<file path="src/rtl/equation_pkg.sv">
// Shared encodings for the equation checker: modes, controller states and
// the micro-op vocabulary used by the evaluation sequencer.
package equation_pkg;

    localparam logic [1:0] MODE_CUBIC = 2'd0;
    localparam logic [1:0] MODE_MAC   = 2'd1;
    localparam logic [1:0] MODE_DIST  = 2'd2;
    localparam logic [1:0] MODE_DIFF  = 2'd3;

    localparam logic [2:0] STEPS_CUBIC = 3'd4;
    localparam logic [2:0] STEPS_MAC   = 3'd2;
    localparam logic [2:0] STEPS_DIST  = 3'd2;
    localparam logic [2:0] STEPS_DIFF  = 3'd3;

    typedef enum logic [3:0] {
        IDLE, LOAD_X, WAIT_X, LOAD_Y, WAIT_Y, LOAD_Z, WAIT_Z,
        EVAL, CHECK, SOLVED, FAILED
    } state_e;

    typedef enum logic [1:0] {OP_ADD, OP_SUB, OP_MUL} alu_op_e;

    typedef enum logic [2:0] {X, Y, Z, T1, T2} operand_e;

    typedef enum logic [1:0] {DST_T1, DST_T2, DST_R} dest_e;

    function automatic logic [2:0] step_count(input logic [1:0] mode);
        case (mode)
            MODE_CUBIC: return STEPS_CUBIC;
            MODE_MAC:   return STEPS_MAC;
            MODE_DIST:  return STEPS_DIST;
            default:    return STEPS_DIFF;
        endcase
    endfunction

endpackage

</file>
<file path="src/rtl/eq_alu.sv">
// Shared combinational ALU; every result is truncated to W bits.
module eq_alu
    import equation_pkg::*;
#(
    parameter int unsigned W = 8
) (
    input  logic [W-1:0] i_a,
    input  logic [W-1:0] i_b,
    input  alu_op_e      i_op,
    output logic [W-1:0] o_y
);

    always_comb begin
        o_y = '0;
        case (i_op)
            OP_ADD:  o_y = i_a + i_b;
            OP_SUB:  o_y = i_a - i_b;
            OP_MUL:  o_y = i_a * i_b;
            default: o_y = '0;
        endcase
    end

endmodule

</file>
<file path="config.mk">
export PLATFORM = sky130hd
export DESIGN_NAME = eq_alu
export DESIGN_NICKNAME = d
export VERILOG_FILES = /design/src/rtl/equation_pkg.sv /design/src/rtl/eq_alu.sv
export SDC_FILE = /design/constraint.sdc
export NUM_CORES = 1
export LEC_CHECK = 0
export BUFFER_PORTS_ARGS = -buffer_cell sky130_fd_sc_hd__clkbuf_2
export CORE_MARGIN = 2
export CORE_UTILIZATION = 45
export DETAILED_ROUTE_END_ITERATION = 6
export PLACE_DENSITY = 0.67
export SKIP_LAST_GASP = 1
export SYNTH_ARGS = -nofsm -noshare
export SYNTH_HDL_FRONTEND = slang
export SYNTH_SLANG_ARGS = --single-unit
</file>
<file path="constraint.sdc">
create_clock -name vclk -period 8.51
set_clock_uncertainty 0.05 [all_clocks]
set_input_delay 1.702 -clock vclk [all_inputs]
set_output_delay 1.702 -clock vclk [all_outputs]
set_load 0.02 [all_outputs]
</file>
# [Yosys cells after proc, flatten, opt, wreduce, memory -nomap -nowiden]
# Cells that the tools add are included.
[classes] bitwise_logic=0 addsub=2 magnitude_cmp=0 shift=0 mul=1 n_eq_ne=2 n_mux=1 n_div=0 reduce_logical=1
[ops] op="8-bit case mux with 3 select lines" n=1
[ops] op="8-bit adder" n=1
[ops] op="8-bit by 8-bit multiplier with 8-bit output" n=1
[ops] op="8-bit subtractor" n=1
[ops] op="2-bit by 1-bit == test with 1-bit output (second input constant)" n=1
[ops] op="2-bit == test (second input constant)" n=1
[ops] op="2-bit zero test" n=1
[totals] n_memories=0 in_bits=18 ramBits=0 latch_bits=0 rom_bits=0 out_inout_bits=8 reg_bits=0

# [Logic depth before layout (Yosys ltp)]
[logic_depth] depth_word=2 depth_mapped=16 mapped_depth_nobuf=15

# [Worst setup path after synthesis]
# No wires, ideal clock.
[synth_timing] path_kind="input to output" from="in i_b[2]" to="out o_y[7]" setup_slack_ns=1.363 arrival_ns=5.395 n_path_buf=1 stages=15 t_required_ns=6.758 path_cell_list="clkbuf_1 -> nand2_1 -> fa_1 -> fa_1 -> inv_1 -> fa_1 -> inv_1 -> fa_1 -> inv_1 -> ha_1 -> a21oi_1 -> xnor3_1 -> xnor3_1 -> o21ai_1 -> o21a_1"
[synth_between] elab_chain_len=2
[synth_lines] item="start: declaration" line="eq_alu.sv:8" source="input logic [W-1:0] i_b,"
[synth_lines] item="8-bit by 8-bit multiplier with 8-bit output (tied with other cells)" line="eq_alu.sv:18" source="OP_MUL: o_y = i_a * i_b;"
[synth_lines] item="8-bit case mux with 3 select lines (*)" line="eq_alu.sv:15" source="case (i_op)"
[synth_lines] item="end: declaration" line="eq_alu.sv:10" source="output logic [W-1:0] o_y"
# Mark *: on every way between the ends. The rest lies on a longest branch, timed or not.

# [Worst setup path after layout]
[layout_timing] from="in i_b[3]" to="out o_y[7]"
# The elaborated chain is that of the path after synthesis.

==> summary.txt <==
GRT
  – Largest net degree at the start of global routing: 15
  – Global-route wire length before repair: between 5000 and 6000 um
  – Number of global-route vias before repair: 1258
  – Gr ovfl total: 0
  – Initial antenna violation count: 0
  – Total GRT Usage: 0.194

Power
  – Power Internal: 0.0000808 W
  – Combinational Power Share: 1.000
  – Switching Share: 0.546
  – Sw power: 0.0000970 W
  – Maximum VDD drop: 0.0852 mV
  – Pleak: roughly 0.86 nW
  – Power Density: 111 mW/mm2
  – Clock group share of total power: 0
  – Part of the power in registers: 0

Clock network
  – Cts hold-fix bufs: 0
  – Post-CTS setup buffer count: 0
  – Post-cts gate resize count: 0

Die
  – Die width: about 61 um
  – Core area: slightly above 0.003 mm2
  – Die area: 0.00370 mm2
  – Initial Util: 0.476
  – Die H: 60.8 um
  – Top Ports: 26
  – FP Rows: 20

Detailed routing
  – DRC violations left: 0
  – Initial DRC count: 30
  – Vias per inst: 4.94
  – Via count: 1249
  – DRT Pass-1 Iters: 4
  – Post-route ant nets: 0
  – Wire length per cell: 12.6 um
  – WL final: 3180 um

Timing
  – F_max: about 140 MHz
  – Tcrit/Tclk final: 0.868
  – Relative slew margins: 0.666
  – Worst hold margin: 3800 ps
  – Final hold vios: 0
  – Final setup vio count: 0
  – Max-slew violations: 0
  – Worst Tran Pin Value: 501 ps
  – Min cycle time layout: between 7000 and 8000 ps
  – RSZ-0062 raised after global routing: false
  – Fin Setup TNS: 0 ps

Final layout
  – Commonest cells after routing, fill and taps aside: 34 x inv_1, 26 x clkbuf_2, 25 x ha_1
  – ANT cells: 0
  – Seq_cells: 0
  – Nets: 267
  – FF+latch area: 0 um2
  – Layout cells sized above 1: 0.167
  – Clock buffers: 0
  – Final Util: 0.523
  – P&R area growth vs syn: 9.91%
  – Commonest non-fill, non-tap cell in the layout: inv_1

Logic synthesis
  – Synthesis warning total: 0
  – Cells after Synth: 188
  – Syn_area_per_cell: roughly 7.7 um2
  – Mapped cell area: approximately 0.0015 mm2
  – Synth Net Count: approximately 240
  – Synth unique cells: 30
  – Sequential area share after synthesis: 0

Setup path
  – Most frequent CP cell: fa_1
  – Worst setup EP type: output pin
  – WP data required: between 6000 and 7000 ps
  – Crit. Startpoint: i_b[3]
  – Worst path top cell family by delay: adder cells
  – Critical path cell sequence: clkbuf_2 > nand2_1 > fa_1 > fa_1 > inv_1 > fa_1 > inv_1 > fa_1 > inv_1 > ha_1 > a21oi_1 > xnor3_1 > xnor3_1 > o21ai_1 > o21a_1 > clkbuf_2
  – Crit-path max FO: 8
  – Critical path class: primary input to output pin
  – Critical Path End: o_y[7]
  – Worst path arrival time: 5630 ps
  – Critical-path top delay cell: fa_1
  – Crit path launch type: primary input
  – Slowest stage delay, CP: 540 ps
  – WP buf/inv: 5
  – WP depth: 16

Placement
  – RePlAce Congestion: between 0.8 and 0.9
  – Buffers on Ports: 26
  – Dpl hpwl: 2720 um

Run status
  – Status: finished clean

Run
  – Max-cap violations: 0

Hold path
  – HP Class: primary input to output pin
==> power groups by stage <==
| stage | sequential [W] | clock [W] | combinational, W |
|---|---|---|---|
| floorplan | 0 | 0 | 0.000136 |
| global placement | 0 | 0 | 0.000177 |
| detailed placement | 0 | 0 | 0.000178 |
| CTS | 0 | 0 | 0.000179 |
| global route | 0 | 0 | 0.000200 |
| finish | 0 | 0 | 0.000178 |
==> routing by layer <==
layer	GRT usage	part of all wire
met5	0	0
met1	0.273	0.49
met2	0.339	0.48
met3	0.00213	0.025
met4	0.0342	0.012
==> layout make-up <==
type,count,area [um2]
Fill cell,318,1460
Multi-Input combinational cell,149,1280
Timing Repair Buffer,26,130
Inverter,34,128
Tap cell,44,55.1
==> Yosys cell counts, drive strengths merged <==
master | n | area (um2)
inv | 34 | 128
ha | 25 | 313
nand2 | 25 | 98.8
xnor2 | 17 | 156
fa | 13 | 260
nor2 | 10 | 37.5
and2 | 9 | 61.3
o21ai | 7 | 35.0
a21oi | 5 | 25.0
nor3 | 5 | 25.0
xor2 | 5 | 43.8
a31oi | 4 | 25.0
nor2b | 4 | 25.0
o21a | 4 | 30.0
buf | 3 | 33.8
nand3b | 3 | 22.5
o31ai | 3 | 22.5
a21o | 2 | 16.3
clkbuf | 2 | 7.51
nand3 | 2 | 10.0
xnor3 | 2 | 45.0
and3 | 1 | 6.26
mux2 | 1 | 11.3
nand2b | 1 | 6.26
o211ai | 1 | 7.51
==> worst min path at each step <==
stage	slack, ps	cells past startpoint	startpoint	end
2_1_floorplan	3500	1	i_op[1]	o_y[3]
3_3_place_gp	3810	4	i_op[0]	o_y[7]
3_5_place_dp	3800	4	i_op[0]	o_y[7]
4_1_cts	3800	4	i_op[0]	o_y[7]
5_1_grt	3840	4	i_op[0]	o_y[7]
6_report	3800	4	i_op[0]	o_y[7]
==> metrics by stage <==
step	worst slack, ps	area (um2)	instances	power (W)
floorplan	1360	1450	188	0.000136
global placement	1150	1600	253	0.000177
detailed placement	1140	1600	253	0.000178
CTS	1140	1600	253	0.000179
global route	927	1600	253	0.000200
finish	1120	1600	253	0.000178
==> kinds of logic (layout without fill, tap and decap cells) <==
logic type	count (synthesis)	in the layout	share of synthesized area
compound gates	26	26	0.111
xor+xnor	24	24	0.169
fa+ha+maj	38	38	0.394
buf+inv	39	60	0.116
mux	1	1	0.00775
simple gates	60	60	0.202
Note: power is estimated with default switching activity, not from simulation.
